--- config.mk ---
export PLATFORM = sky130hd
export DESIGN_NAME = job_dispatcher
export DESIGN_NICKNAME = d
export VERILOG_FILES = /design/src/rtl/dispatch_pkg.sv /design/src/rtl/sync_fifo.sv /design/src/rtl/job_dispatcher.sv
export SDC_FILE = /design/constraint.sdc
export NUM_CORES = 1
export LEC_CHECK = 0
export ABC_CLOCK_PERIOD_IN_PS = 3300
export CORE_MARGIN = 2
export CORE_UTILIZATION = 23
export DETAILED_ROUTE_END_ITERATION = 10
export PLACE_DENSITY = 0.48
export SYNTH_ARGS = -nofsm -noshare
export SYNTH_HDL_FRONTEND = slang
export SYNTH_HIERARCHICAL = 1
export SYNTH_SLANG_ARGS = --single-unit
--- constraint.sdc ---
create_clock -name clk -period 3.3 [get_ports clk]
set_input_delay 0.66 -clock clk [delete_from_list [all_inputs] [get_ports clk]]
set_output_delay 0.66 -clock clk [all_outputs]
set_load 0.02 [all_outputs]
--- src/rtl/dispatch_pkg.sv ---
// Shared definitions for the job dispatcher: FSM state encoding, default
// datapath sizes and the width of the START-phase hold/timeout counters.
package dispatch_pkg;

  localparam int unsigned DefDw    = 8;
  localparam int unsigned DefRw    = 16;
  localparam int unsigned DefDepth = 4;

  // Hold and timeout counters; TIMEOUT must stay below 2**CntW.
  localparam int unsigned CntW = 8;

  typedef enum logic [1:0] {
    StIdle,
    StStart,
    StBusy
  } state_e;

endpackage

--- src/rtl/sync_fifo.sv ---
// Single-clock operand FIFO.
// Ports:
//   clk, rst        : clock, synchronous active-high reset
//   push, wdata     : write request and data; ignored while full
//   pop, rdata      : read request and head-of-queue data; ignored while empty
//   full, empty     : decoded from the registered occupancy count
//   count           : registered occupancy, 0..DEPTH
module sync_fifo #(
  parameter int unsigned DW    = 8,
  parameter int unsigned DEPTH = 4,
  localparam int unsigned AW   = $clog2(DEPTH)
) (
  input  logic          clk,
  input  logic          rst,
  input  logic          push,
  input  logic [DW-1:0] wdata,
  input  logic          pop,
  output logic [DW-1:0] rdata,
  output logic          full,
  output logic          empty,
  output logic [AW:0]   count
);

  localparam logic [AW:0] FullCnt = DEPTH[AW:0];

  logic [DW-1:0] mem_q [DEPTH];
  logic [AW-1:0] wr_ptr_q, rd_ptr_q;
  logic [AW:0]   count_q;
  logic          do_push, do_pop;

  assign full    = (count_q == FullCnt);
  assign empty   = (count_q == '0);
  assign count   = count_q;
  assign rdata   = mem_q[rd_ptr_q];
  assign do_push = push & ~full;
  assign do_pop  = pop & ~empty;

  // DEPTH is a power of two, so the pointers wrap on their own.
  always_ff @(posedge clk) begin
    if (rst) begin
      wr_ptr_q <= '0;
      rd_ptr_q <= '0;
      count_q  <= '0;
    end else begin
      if (do_push) wr_ptr_q <= wr_ptr_q + 1'b1;
      if (do_pop)  rd_ptr_q <= rd_ptr_q + 1'b1;
      unique case ({do_push, do_pop})
        2'b10:   count_q <= count_q + 1'b1;
        2'b01:   count_q <= count_q - 1'b1;
        default: count_q <= count_q;
      endcase
    end
  end

  // Storage needs no reset; occupancy alone defines valid entries.
  always_ff @(posedge clk) begin
    if (do_push) mem_q[wr_ptr_q] <= wdata;
  end

endmodule

--- src/rtl/job_dispatcher.sv ---
// Initiator side of the start/ready coprocessor handshake. Operands are
// queued in a FIFO; each one is launched as a job on the arithmetic unit and
// its result is captured into a valid/ack output register.
// Ports:
//   clk, rst                  : clock, synchronous active-high reset
//   in_valid, in_data, in_ready : operand push interface
//   unit_start, unit_x        : job request and operand to the unit
//   unit_ready, unit_result   : unit idle/done flag and its result
//   res_valid, res_data, res_ack : captured result with consumer handshake
//   busy                      : job in flight or operands queued
//   err                       : sticky start-timeout flag
//   jobs_done                 : completed-job counter, wraps
module job_dispatcher
  import dispatch_pkg::*;
#(
  parameter int unsigned DW        = DefDw,
  parameter int unsigned RW        = DefRw,
  parameter int unsigned DEPTH     = DefDepth,
  parameter int unsigned START_CYC = 1,
  parameter int unsigned TIMEOUT   = 15
) (
  input  logic          clk,
  input  logic          rst,
  input  logic          in_valid,
  input  logic [DW-1:0] in_data,
  output logic          in_ready,
  output logic          unit_start,
  output logic [DW-1:0] unit_x,
  input  logic          unit_ready,
  input  logic [RW-1:0] unit_result,
  output logic          res_valid,
  output logic [RW-1:0] res_data,
  input  logic          res_ack,
  output logic          busy,
  output logic          err,
  output logic [7:0]    jobs_done
);

  localparam int unsigned AW = $clog2(DEPTH);
  localparam logic [CntW-1:0] HoldMin     = CntW'(START_CYC - 1);
  localparam logic [CntW-1:0] TimeoutLast = CntW'(TIMEOUT - 1);

  state_e          state_q, state_d;
  logic [DW-1:0]   x_q, x_d;
  logic [CntW-1:0] hold_q, hold_d;
  logic [CntW-1:0] to_q, to_d;
  logic            res_valid_q, res_valid_d;
  logic [RW-1:0]   res_data_q, res_data_d;
  logic            err_q, err_d;
  logic [7:0]      jobs_q, jobs_d;

  logic            fifo_pop;
  logic [DW-1:0]   fifo_rdata;
  logic            fifo_full, fifo_empty;
  logic [AW:0]     fifo_count;

  sync_fifo #(
    .DW    (DW),
    .DEPTH (DEPTH)
  ) u_fifo (
    .clk   (clk),
    .rst   (rst),
    .push  (in_valid),
    .wdata (in_data),
    .pop   (fifo_pop),
    .rdata (fifo_rdata),
    .full  (fifo_full),
    .empty (fifo_empty),
    .count (fifo_count)
  );

  always_comb begin
    state_d     = state_q;
    x_d         = x_q;
    hold_d      = hold_q;
    to_d        = to_q;
    res_valid_d = res_valid_q & ~res_ack;
    res_data_d  = res_data_q;
    err_d       = err_q;
    jobs_d      = jobs_q;
    fifo_pop    = 1'b0;

    unique case (state_q)
      StIdle: begin
        if (!fifo_empty) begin
          fifo_pop = 1'b1;
          x_d      = fifo_rdata;
          hold_d   = '0;
          to_d     = '0;
          state_d  = StStart;
        end
      end
      StStart: begin
        if (hold_q != '1) hold_d = hold_q + 1'b1;
        if (to_q != '1)   to_d   = to_q + 1'b1;
        // A high ready here is the unit's idle state, never a completion.
        if (hold_q >= HoldMin && !unit_ready) begin
          state_d = StBusy;
        end else if (unit_ready && to_q >= TimeoutLast) begin
          err_d   = 1'b1;
          state_d = StIdle;
        end
      end
      StBusy: begin
        // The unit keeps its result while idle, so a full result slot just stalls here.
        if (unit_ready && (!res_valid_q || res_ack)) begin
          res_data_d  = unit_result;
          res_valid_d = 1'b1;
          jobs_d      = jobs_q + 8'd1;
          state_d     = StIdle;
        end
      end
      default: state_d = StIdle;
    endcase
  end

  always_ff @(posedge clk) begin
    if (rst) begin
      state_q     <= StIdle;
      x_q         <= '0;
      hold_q      <= '0;
      to_q        <= '0;
      res_valid_q <= 1'b0;
      res_data_q  <= '0;
      err_q       <= 1'b0;
      jobs_q      <= '0;
    end else begin
      state_q     <= state_d;
      x_q         <= x_d;
      hold_q      <= hold_d;
      to_q        <= to_d;
      res_valid_q <= res_valid_d;
      res_data_q  <= res_data_d;
      err_q       <= err_d;
      jobs_q      <= jobs_d;
    end
  end

  assign in_ready   = ~fifo_full;
  assign unit_start = (state_q == StStart);
  assign unit_x     = x_q;
  assign res_valid  = res_valid_q;
  assign res_data   = res_data_q;
  assign busy       = (state_q != StIdle) || (fifo_count != '0);
  assign err        = err_q;
  assign jobs_done  = jobs_q;

endmodule
==> summary.md <==
| Metric | Value |
|---|---|
| Run status | `finished clean` |
| Slew @ Worst Pin | `0.7655 ns` |
| Synthesized instance count | `326` |
| CTS-repair resized insts | `0` |
| Fmax | `365.6 MHz` |
| Vias per cell | `4.344` |
| Initial core utilization | `0.2339` |
| Cell internal pwr | `2.179 mW` |
| I/O pin total | `66` |
| Number of synthesized flops with an enable pin | `32` |
| GRT Total Usage | `0.09778` |
| GR Layer Usage met2 | `0.1721` |
| Period utilisation layout | `0.8290` |
| N_diodes | `0` |
| M1 GR Usage | `0.1137` |
| Final setup violation count | `0` |
| Setup_tns | `0 ns` |
| CTS Hold Buffers Added | `0` |
| Number of port buffers | `65` |
| Clock Path Buffers | `2` |
| Area of the core | `15,090 µm²` |
| Final hold vios | `0` |
| Mux contribution to synthesized area | `0.06381` |
| Slew Limit Headroom | `0.4891` |
| LEAKAGE | `1.563 nW` |
| RSZ-0062 raised after global routing | `no` |
| Chip height | `127.9 µm` |
| Min setup slack post-route | `0.5644 ns` |
| Seq pwr share | `0.421` |
| Share of layout cells above drive strength 1 | `0.09137` |
| Xor/xnor cell area share of the yosys netlist | `0.02730` |
| Register clock-pin slew on the reported worst setup and hold paths | `0.06 ns` |
| Num CTS Buffers | `9` |
| Crit Path Max Fanout | `15` |
| Simple-Gate Fraction of Synth Area | `0.1836` |
| Crit path launch | `u_fifo/count[0]` |
| Slowest CP cell | `or3_1` |
| Pwr Total | `3.171 mW` |
| Area delta synth->final | `31.27%` |
| Yosys top cell area share | `0.3006` |
| Synth Area in Compound Gates | `0.08295` |
| Clock latency on the worst-skew pair | `0.33 ns` |
| DR vias | `2,528` |
| Initial antenna violation count | `0` |
| Clock Power Share | `0.302` |
| Hold Crit Start | `res_data[5]` |
| P_sw | `0.9916 mW` |
| Post-route minimum period | `2.736 ns` |
| Drt total wl | `7643 µm` |
| R2r startpoint | `u_fifo/count[0]` |
| Clock Skew | `0.005167 ns` |
| Post-DP HPWL | `5540 µm` |
| Worst setup EP type | `flop` |
| Ys async rst share | `0` |
| Dominant cells by area after synthesis | `dfxtp_1 (30%), edfxtp_1 (27%), nand2_1 (6.7%), mux4_2 (5.1%), a21oi_1 (4.7%)` |
| Grt total ovfl | `0` |
| Sw Share | `0.3127` |
| Nets | `427` |
| Pin count of the biggest net entering global routing | `30` |
| Clk sinks | `85` |
| Critical Path RT | `3.56 ns` |
| Synth unique cells | `48` |
| Pwr/cell area | `684.3 nW/µm²` |
| Yosys reg bits | `85` |
| Fillers | `1,574` |
| Antenna Nets Post-Route | `0` |
| GRT busiest layer | `met2` |
| Met3 usage | `0.03088` |
| Critical-path cell list | `nor3_2 > or3_1 > inv_4 > o31ai_2 > inv_1 > ha_1 > inv_1 > fa_1 > xor2_1 > or3_1 > a21oi_1` |
| Pre-CTS setup slack | `0.5643 ns` |
| Sequential cell area | `2022 µm²` |
| Warnings from Yosys | `6` |
| Post-CTS setup buffer count | `0` |
| Max H-tree Level | `3` |
| # rows | `45` |
| Main combinational cell family by area after synthesis | `simple AND/OR/NAND/NOR gates` |
| Die width | `127.9 µm` |
| Adder-cell share of the synthesized area | `0.03403` |
| CTS tree | `yes` |
| CP Buf/Inv Count | `3` |
| RD Place Congestion | `0.7697` |
| Flop2flop setup slack | `0.56 ns` |
| Pins Over Slew Limit | `0` |
| Synthesized area | `3530 µm²` |
| Hold WS | `0.4548 ns` |
| Synth area leader | `dfxtp_1` |
| CP top delay family | `simple AND/OR/NAND/NOR gates` |
| Placed Cells | `566` |
| Worst min path class | `reg -> reg` |
| Type of the worst setup path | `reg -> reg` |
| Vias in the first global route | `2,492` |
| Post-route insts no fill | `582` |
| WP data arrival | `3.00 ns` |
| Ys flop type | `dfxtp_1` |
| Multi-input gate area | `1383 µm²` |
| DR WL/cell | `13.13 µm` |
| Synthesized net count | `364` |
| Seq/Total Area, Yosys | `0.5728` |
| DR pass1 iterations | `4` |
| First-pass GRT wire length | `12,430 µm` |
| Peak supply drop | `0.3183 mV` |
| Max-cap violations | `0` |
| Worst Setup Start Kind | `flop` |
| Post-synthesis area per instance | `10.83 µm²` |
| Post-route DRC | `0` |
| Initial DRC Count | `132` |
| Logic gate share of total power | `0.277` |
| CP peak stage delay | `0.49 ns` |
| Clk root buf | `clkbuf_16` |
| Die Footprint | `16,350 µm²` |
-- worst paths after layout --
| kind | endpoint | depth (start not counted) |
|---|---|---|
| worst max-delay path | u_fifo/count[2] | 11 |
| worst max register to register | u_fifo/count[2] | 11 |
| worst min-delay path | res_data[5] | 2 |
| worst min register to register | res_data[5] | 2 |
-- cells in the mapped netlist (3+ instances only) --
| library cell | count |
|---|---|
| nor3_1 | 7 |
| xnor2_1 | 7 |
| a21oi_1 | 33 |
| and2_1 | 5 |
| mux2i_1 | 3 |
| dfxtp_1 | 53 |
| clkbuf_1 | 4 |
| nor2b_1 | 5 |
| nor2_1 | 20 |
| mux4_2 | 8 |
| nand2_1 | 63 |
| edfxtp_1 | 32 |
| or3_1 | 5 |
| nand2b_1 | 5 |
| xor2_1 | 4 |
| buf_2 | 4 |
| o21ai_0 | 5 |
| ha_1 | 8 |
| nor4_1 | 4 |
| inv_1 | 12 |
| nand4_1 | 5 |
-- through the flow --
stage	cell area, µm²	utilization
after floorplan	3530	-
after global placement	4344	0.2879
after detailed placement	4344	0.2879
after CTS	4633	0.3070
after global routing	4633	0.3070
final	4633	0.3070
-- power groups by stage --
| stage | combinational (mW) | sequential, mW | clock, mW |
|---|---|---|---|
| final | 0.878 | 1.34 | 0.958 |
| after floorplan | 0.580 | 1.37 | 0 |
| after CTS | 0.892 | 1.34 | 0.995 |
| after global routing | 0.981 | 1.36 | 1.04 |
| after global placement | 0.880 | 1.36 | 0 |
| after detailed placement | 0.887 | 1.37 | 0 |
-- metal layers --
layer	vias to the layer above	routed length (µm)	part of all wire
met5	-	0	0
met4	0	106	0.014
met3	11	362	0.047
met2	50	3772	0.49
met1	1206	3402	0.45
li1	1261	-	-
-- kinds of logic (layout without fill, tap and decap cells) --
family / after synthesis / count (layout)
simple gates: 134 / 134
flops: 85 / 85
compound gates: 48 / 48
buf+inv: 27 / 95
mux: 12 / 12
xor+xnor: 11 / 11
fa+ha+maj: 9 / 9
-- tightest hold or removal path, stage by stage, from the launching register on --
cell and delay, ns:
dfxtp_1 0.30, nand2_1 0.05, a21oi_1 0.05
-- cell usage in the layout, fill, tap and decap left out, types with 3 or more instances in the layout --
cell type	instances
a21oi_1	33
and2_1	5
clkbuf_16	9
clkbuf_8	3
clkdlybuf4s50_1	64
dfxtp_1	53
edfxtp_1	32
ha_1	8
inv_1	12
mux2i_1	3
mux4_2	8
nand2_1	63
nand2b_1	5
nand4_1	5
nor2_1	20
nor2b_1	5
nor3_1	7
nor4_1	4
o21ai_0	5
or3_1	5
xnor2_1	7
xor2_1	4
-- registers in the layout (all words and copies together) (netlist names), named ones only --
signal / count
err: 1
jobs_done: 8
res_data: 16
res_valid: 1
state_q: 2
to_q: 8
u_fifo/count: 3
u_fifo/mem_q: 32
u_fifo/rd_ptr_q: 2
u_fifo/wr_ptr_q: 2
unit_x: 8
-- cell type report --
cell class              count  area share
clock buffers              13     0.05833
repair buffers             66      0.1410
clock inverters             3    0.004051
well taps                 188     0.05077
inverters                  13     0.01107
flip-flops and latches     85      0.4364
multi-input cells         214      0.2984
Power figures use the tool's default switching activity.
